===== src/rtl/mem_arb_pkg.sv =====
// Shared types and constants for the two-port memory arbiter.
// The optional MEM_ARB_RR_EN build switch is consumed by mem_arb_pick and mem_arbiter.
package mem_arb_pkg;

  typedef enum logic [1:0] {
    IDLE    = 2'd0,
    SETUP   = 2'd1,
    STROBE  = 2'd2,
    RELEASE = 2'd3
  } mem_arb_state_t;

  localparam int MEM_ARB_DEPTH = 32;

  localparam logic PORT_IFETCH = 1'b0;
  localparam logic PORT_LSU    = 1'b1;

endpackage


===== src/rtl/mem_arb_pick.sv =====
// Combinational winner select between the fetch and load/store ports.
// MEM_ARB_RR_EN: round-robin on ties; otherwise the fetch port always wins a tie.
module mem_arb_pick
  import mem_arb_pkg::*;
(
  input  logic req0,
  input  logic req1,
`ifdef MEM_ARB_RR_EN
  input  logic last,
`endif
  output logic any,
  output logic win
);

  always_comb begin
    any = req0 | req1;
    win = PORT_IFETCH;
    if (req0 && req1) begin
`ifdef MEM_ARB_RR_EN
      // last holds the index of the previous winner, so the other port goes next
      win = ~last;
`else
      win = PORT_IFETCH;
`endif
    end else if (req1) begin
      win = PORT_LSU;
    end
  end

endmodule


===== src/rtl/mem_arbiter.sv =====
// Two-master arbiter driving a level-sensitive memory with a setup/strobe/release cycle.
// Build option MEM_ARB_RR_EN selects round-robin tie breaking instead of fixed priority.
module mem_arbiter
  import mem_arb_pkg::*;
#(
  parameter int DATA_W = 32,
  parameter int ADDR_W = 32,
  parameter int DEPTH  = MEM_ARB_DEPTH
) (
  input  logic              CLK,
  input  logic              RST_N,
  input  logic              REQ0,
  input  logic              WE0,
  input  logic [ADDR_W-1:0] ADDR0,
  input  logic [DATA_W-1:0] WDATA0,
  output logic              GNT0,
  output logic              DONE0,
  output logic              ERR0,
  output logic [DATA_W-1:0] RDATA0,
  input  logic              REQ1,
  input  logic              WE1,
  input  logic [ADDR_W-1:0] ADDR1,
  input  logic [DATA_W-1:0] WDATA1,
  output logic              GNT1,
  output logic              DONE1,
  output logic              ERR1,
  output logic [DATA_W-1:0] RDATA1,
  output logic              MEM_WRITE,
  output logic              MEM_READ,
  output logic [ADDR_W-1:0] MEM_ADDR,
  output logic [DATA_W-1:0] MEM_WDATA,
  input  logic [DATA_W-1:0] MEM_RDATA
);

  mem_arb_state_t    state;
  logic              port;
  logic              we_l;
  logic              skip;
  logic              any;
  logic              win;
  logic [ADDR_W-1:0] sel_addr;
  logic [DATA_W-1:0] sel_wdata;
  logic              sel_we;

`ifdef MEM_ARB_RR_EN
  logic              last;
`endif

  mem_arb_pick u_pick (
    .req0 (REQ0),
    .req1 (REQ1),
`ifdef MEM_ARB_RR_EN
    .last (last),
`endif
    .any  (any),
    .win  (win)
  );

  always_comb begin
    sel_addr  = (win == PORT_LSU) ? ADDR1  : ADDR0;
    sel_wdata = (win == PORT_LSU) ? WDATA1 : WDATA0;
    sel_we    = (win == PORT_LSU) ? WE1    : WE0;
  end

  // MEM_ADDR / MEM_WDATA double as the latched payload: they only move on entry to SETUP.
  always_ff @(posedge CLK or negedge RST_N) begin
    if (!RST_N) begin
      state     <= IDLE;
      port      <= PORT_IFETCH;
      we_l      <= 1'b0;
      skip      <= 1'b0;
      GNT0      <= 1'b0;
      GNT1      <= 1'b0;
      DONE0     <= 1'b0;
      DONE1     <= 1'b0;
      ERR0      <= 1'b0;
      ERR1      <= 1'b0;
      RDATA0    <= '0;
      RDATA1    <= '0;
      MEM_WRITE <= 1'b0;
      MEM_READ  <= 1'b0;
      MEM_ADDR  <= '0;
      MEM_WDATA <= '0;
`ifdef MEM_ARB_RR_EN
      last      <= PORT_LSU;
`endif
    end else begin
      GNT0      <= 1'b0;
      GNT1      <= 1'b0;
      DONE0     <= 1'b0;
      DONE1     <= 1'b0;
      ERR0      <= 1'b0;
      ERR1      <= 1'b0;
      MEM_WRITE <= 1'b0;
      MEM_READ  <= 1'b0;
      case (state)
        IDLE: begin
          if (any) begin
            port      <= win;
            we_l      <= sel_we;
            MEM_ADDR  <= sel_addr;
            MEM_WDATA <= sel_wdata;
            skip      <= (sel_addr >= ADDR_W'(DEPTH));
            GNT0      <= (win == PORT_IFETCH);
            GNT1      <= (win == PORT_LSU);
`ifdef MEM_ARB_RR_EN
            last      <= win;
`endif
            state     <= SETUP;
          end
        end
        SETUP: begin
          MEM_WRITE <= we_l & ~skip;
          MEM_READ  <= ~we_l & ~skip;
          state     <= STROBE;
        end
        STROBE: begin
          if (!we_l) begin
            if (port == PORT_LSU) begin
              RDATA1 <= skip ? '0 : MEM_RDATA;
            end else begin
              RDATA0 <= skip ? '0 : MEM_RDATA;
            end
          end
          DONE0 <= (port == PORT_IFETCH);
          DONE1 <= (port == PORT_LSU);
          ERR0  <= (port == PORT_IFETCH) & skip;
          ERR1  <= (port == PORT_LSU) & skip;
          state <= RELEASE;
        end
        RELEASE: begin
          state <= IDLE;
        end
        default: begin
          state <= IDLE;
        end
      endcase
    end
  end

endmodule

===== config.mk =====
export PLATFORM = sky130hd
export DESIGN_NAME = mem_arbiter
export DESIGN_NICKNAME = d
export VERILOG_FILES = /design/src/rtl/mem_arb_pkg.sv /design/src/rtl/mem_arb_pick.sv /design/src/rtl/mem_arbiter.sv
export SDC_FILE = /design/constraint.sdc
export NUM_CORES = 1
export LEC_CHECK = 0
export CAP_MARGIN = 20
export CORE_AREA = 2 2 116 118
export DETAILED_ROUTE_END_ITERATION = 8
export DIE_AREA = 0 0 118 120
export DONT_BUFFER_PORTS = 1
export GPL_ROUTABILITY_DRIVEN = 0
export HOLD_SLACK_MARGIN = 0.06
export PLACE_DENSITY_LB_ADDON = 0.2
export SETUP_SLACK_MARGIN = 0.3
export SLEW_MARGIN = 20
export SYNTH_ARGS = -nofsm -noshare
export SYNTH_HDL_FRONTEND = slang
export SYNTH_SLANG_ARGS = --single-unit

===== constraint.sdc =====
create_clock -name CLK -period 1.62 [get_ports CLK]
set_clock_uncertainty 0.15 [all_clocks]
set_input_delay 0.324 -clock CLK [delete_from_list [all_inputs] [get_ports CLK]]
set_output_delay 0.324 -clock CLK [all_outputs]
set_load 0.01 [all_outputs]

==> results.py, run 1 <==
metrics = {
    "synthesis": {
        "synth_compound_area_frac": 0.1152,
        "synth.yosys.seq_area_share": 0.5845,
        "syn_area_per_cell_sq_um": 10.27,
        "synth_top_family_by_area": "simple AND/OR/NAND/NOR gates",
        "ys_top_cells_by_count": "dfrtp_1, nand2_1, o21ai_0",
        "synth_top_area_frac": 0.5845,
        "synthCells": 588,
        "synth_area_leaders": "dfrtp_1, mux2i_1, o21ai_0",
        "synth_seq_cells": 141,
        "muxShareOfSynthArea": 0.1078,
        "synth.net_count": 757,
        "ys_types": 28,
        "synth-xor-area-share": 0,
        "yosysWarnings": 0,
        "syn_area_sq_um": 6037,
        "synthSimpleGateAreaFrac": 0.1498,
        "yosysMostFrequentCell": "dfrtp_1",
        "synth_edf_count": 0,
        "ys.flop_type": "dfrtp_1",
        "async_reset_ff_frac": 1.000,
        "synth_largest_area_cell": "dfrtp_1",
        "synth_adder_area_share": 0.006218,
    },
    "floorplanning": {
        "fp-row-count": 42,
        "die_x_microns": 118,
        "start_util": 0.4651,
        "dieHeight_microns": 120,
        "pin_count": 302,
    },
    "clock_network": {
        "cts_sinks": 141,
        "cts.repair.resized": 89,
        "cts_buffers": 17,
        "cts_buffer_depth": 2,
        "ctsHtreeMaxLevel": 4,
        "postCtsHoldBufs": 161,
        "post_cts_buffers": 16,
        "cts_root_buf": "clkbuf_16",
    },
    "run_status": {
        "outcome": "aborted with a tool error",
        "error_line": "[ERROR RSZ-0060] Max buffer count reached.",
        "stop_stage": "4_1_cts",
    },
    "placed_design": {
        "dp_hpwl_microns": 10650,
        "place.port_buffers": 0,
    },
}
-- per-stage QoR --
step           hold slack, ns  worst slack (ns)   TNS, ns  std cells  cell area (sq um)
2_1_floorplan         -0.1216            0.1692         0        588               6227
3_3_place_gp          -0.1188          0.001299         0        736               6292
3_5_place_dp          -0.1187          -0.03497  -0.03497        736               6292
-- cell families after synthesis --
kind of cell               after synthesis
adders and majority gates                3
muxes                                   65
DFF                                    141
and+or+nand+nor                        198
buffers and inverters                   44
AOI/OAI and AO/OA                      137
==> run 2, diff against run 1 <==
Settings changed: CORE_AREA 2 2 116 118 to default, CORE_UTILIZATION from default to 40, DIE_AREA 0 0 118 120 to default, HOLD_SLACK_MARGIN 0.06 to default, PLACE_DENSITY_LB_ADDON 0.2 to 0.15, SETUP_SLACK_MARGIN 0.3 to default.
Clock period 1.62 ns to 2.1 ns, I/O delays scaled along.
==> results.py, run 2 <==
metrics = {
    "run_status": {
        "outcome": "complete, but fails checks",
        "violations": "DRC, hold timing",
    },
    "sta": {
        "setup_ws_ns": 0.2546,
        "slew_headroom": 0.4876,
        "fmax_mhz": 541.9,
        "maxSlewViolCount": 0,
        "fin_crit_ns": 1.845,
        "finalHoldViolCount": 141,
        "rsz0062_at_grt": "no",
        "setup-tns-final_ns": 0,
        "setup_viol": 0,
        "finalCritPeriodShare": 0.8788,
        "whs_ns": -0.4406,
        "worstMarginPinSlew_ns": 0.7657,
    },
    "finish": {
        "drive_gt1_frac": 0.07432,
        "final_common_cell": "dfrtp_1",
        "antenna_cells": 0,
        "fill_cells": 1388,
        "final_util": 0.4663,
        "nNetsFinal": 749,
        "mostFrequentLayoutCells": "dfrtp_1, nand2_1, o21ai_0",
        "syn2layout_area_growth_pct": 13.10,
        "seqCellArea_sq_um": 3528,
        "multi_input_area_sq_um": 2312,
    },
    "floorplanning": {
        "die_x_microns": 124.9,
        "pin_count": 302,
        "dieHeight_microns": 124.9,
        "start_util": 0.4123,
        "fp-row-count": 44,
        "core_area_sq_um": 14640,
        "die_area_sq_um": 15590,
    },
    "routing": {
        "final_antenna_net_count": 0,
        "via_per_inst": 5.379,
        "vias": 4174,
        "detailedRoute.firstIterationViolations": 227,
        "drc": 34,
        "post_drt_wl_per_cell_microns": 20.02,
        "wl_microns": 15530,
        "dr.pass1.iters": 7,
    },
    "synthesis": {
        "synth_seq_cells": 141,
        "ys.flop_type": "dfrtp_1",
        "synthCells": 588,
        "async_reset_ff_frac": 1.000,
        "synth_largest_area_cell": "dfrtp_1",
        "synth_area_leaders": "dfrtp_1, mux2i_1, o21ai_0",
        "yosysMostFrequentCell": "dfrtp_1",
        "synth.net_count": 757,
        "ys_top_cells_by_count": "dfrtp_1, nand2_1, o21ai_0",
        "synth_top_area_frac": 0.5845,
        "synth.yosys.seq_area_share": 0.5845,
        "synth_edf_count": 0,
        "yosysWarnings": 0,
        "syn_area_per_cell_sq_um": 10.27,
        "syn_area_sq_um": 6037,
        "ys_types": 28,
    },
    "clock_network": {
        "postCtsHoldBufs": 1,
        "ctsHtreeMaxLevel": 4,
        "cts_tree": "done",
        "cts_buffer_depth": 2,
        "clk_pin_slew_ns": 0.06,
        "cts_buffers": 17,
        "cts_sinks": 141,
        "cts_root_buf": "clkbuf_16",
        "cts.repair.resized": 0,
        "worstSkewPairLatency_ns": 0.42,
    },
    "setup_path": {
        "crit_fanout": 64,
        "worstSetupPathType": "reg2reg",
        "critPathRequiredTime_ns": 2.22,
        "critPathArrivalTime_ns": 1.96,
        "cp-start-kind": "register",
        "cp-end-kind": "register",
    },
    "power": {
        "peakVddDrop_v": 0.0005491,
        "cellPowerDensity_nw_per_um2": 1428,
        "p_leak_uw": 0.003259,
    },
    "global_route": {
        "grt_pass1_wl_microns": 24340,
        "overflow": 0,
        "track_usage": 0.2054,
        "antenna_found_initial": 0,
        "grt_pass1_vias": 4368,
        "grt_max_degree": 142,
    },
    "hold_path": {
        "hold_class": "in2async",
    },
    "placed_design": {
        "place.port_buffers": 0,
        "dp_hpwl_microns": 11220,
        "dpl_worst_slack_ns": 0.2551,
    },
    "flow_run": {
        "drv_cap": 0,
    },
}
run 2: cell counts after synthesis:
Identical to the previous run, type by type.
run 2: through the flow:
| stage | power (uW) | hold WS (ns) | cell area [sq um] | std cells |
|---|---|---|---|---|
| final | 9752 | -0.4406 | 6828 | 776 |
| after global placement | 6701 | -0.02218 | 6226 | 744 |
| after global routing | 10410 | -0.4772 | 6828 | 776 |
| after CTS | 9859 | -0.4689 | 6828 | 776 |
| after floorplan | 6122 | -0.02559 | 6037 | 588 |
| after detailed placement | 6829 | -0.02113 | 6226 | 744 |
run 2: cell type report:
cell class	count	area share
clock inverters	10	0.02071
repair buffers	13	0.02199
clock buffers	21	0.06597
inverters	4	0.002199
flip-flops and latches	141	0.5168
well taps	184	0.03372
multi-input cells	403	0.3386
run 2: cell families after synthesis:
group / share of synthesized area
and+or+nand+nor: 0.1498
buffers and inverters: 0.03647
AOI/OAI and AO/OA: 0.1152
DFF: 0.5845
muxes: 0.1078
adders and majority gates: 0.006218
run 2: what timing repair did:
action / CTS / global route
hold endpoints to repair: 142 / 141
setup endpoints to repair: 0 / 0
setup buffers: 0 / 0
run 2: path summary, 6_finish.rpt:
kind | endpoint | depth (start not counted) | slack (ns) | start
setup reg to reg | RDATA1[31] | 6 | 0.25 | state[0]
hold reg to reg | MEM_READ | 1 | 0.37 | we_l
min in group CLK | RDATA0[10] | 2 | 0.03 | MEM_RDATA[10]
max in group asynchronous | MEM_WDATA[19] | 0 | 2.05 | RST_N
hold / removal | RDATA0[27] | 0 | -0.44 | RST_N
setup / recovery | RDATA1[31] | 6 | 0.25 | state[0]
run 2: critical path, cell delays in order (launching register included):
cell      delay, ns
dfrtp_1        0.35
inv_1          0.07
ha_1           0.23
and2_1         0.18
nand2b_2       0.07
buf_4          0.45
o21ai_0        0.18
run 2: metal layers:
metal  vias up  GRT usage  share of wire
met5         -          0              0
met1      1974     0.2348           0.41
met4         0    0.08895          0.024
li1       1980          -              -
met2       191     0.3401           0.48
met3        29    0.08204          0.091
run 2: power breakdown:
| part | switching (uW) | internal [uW] | total, uW |
|---|---|---|---|
| registers | 1240 | 3740 | 4980 |
| clock network | 1130 | 1890 | 3030 |
| logic | 1080 | 669 | 1750 |
Power figures use the tool's default switching activity.
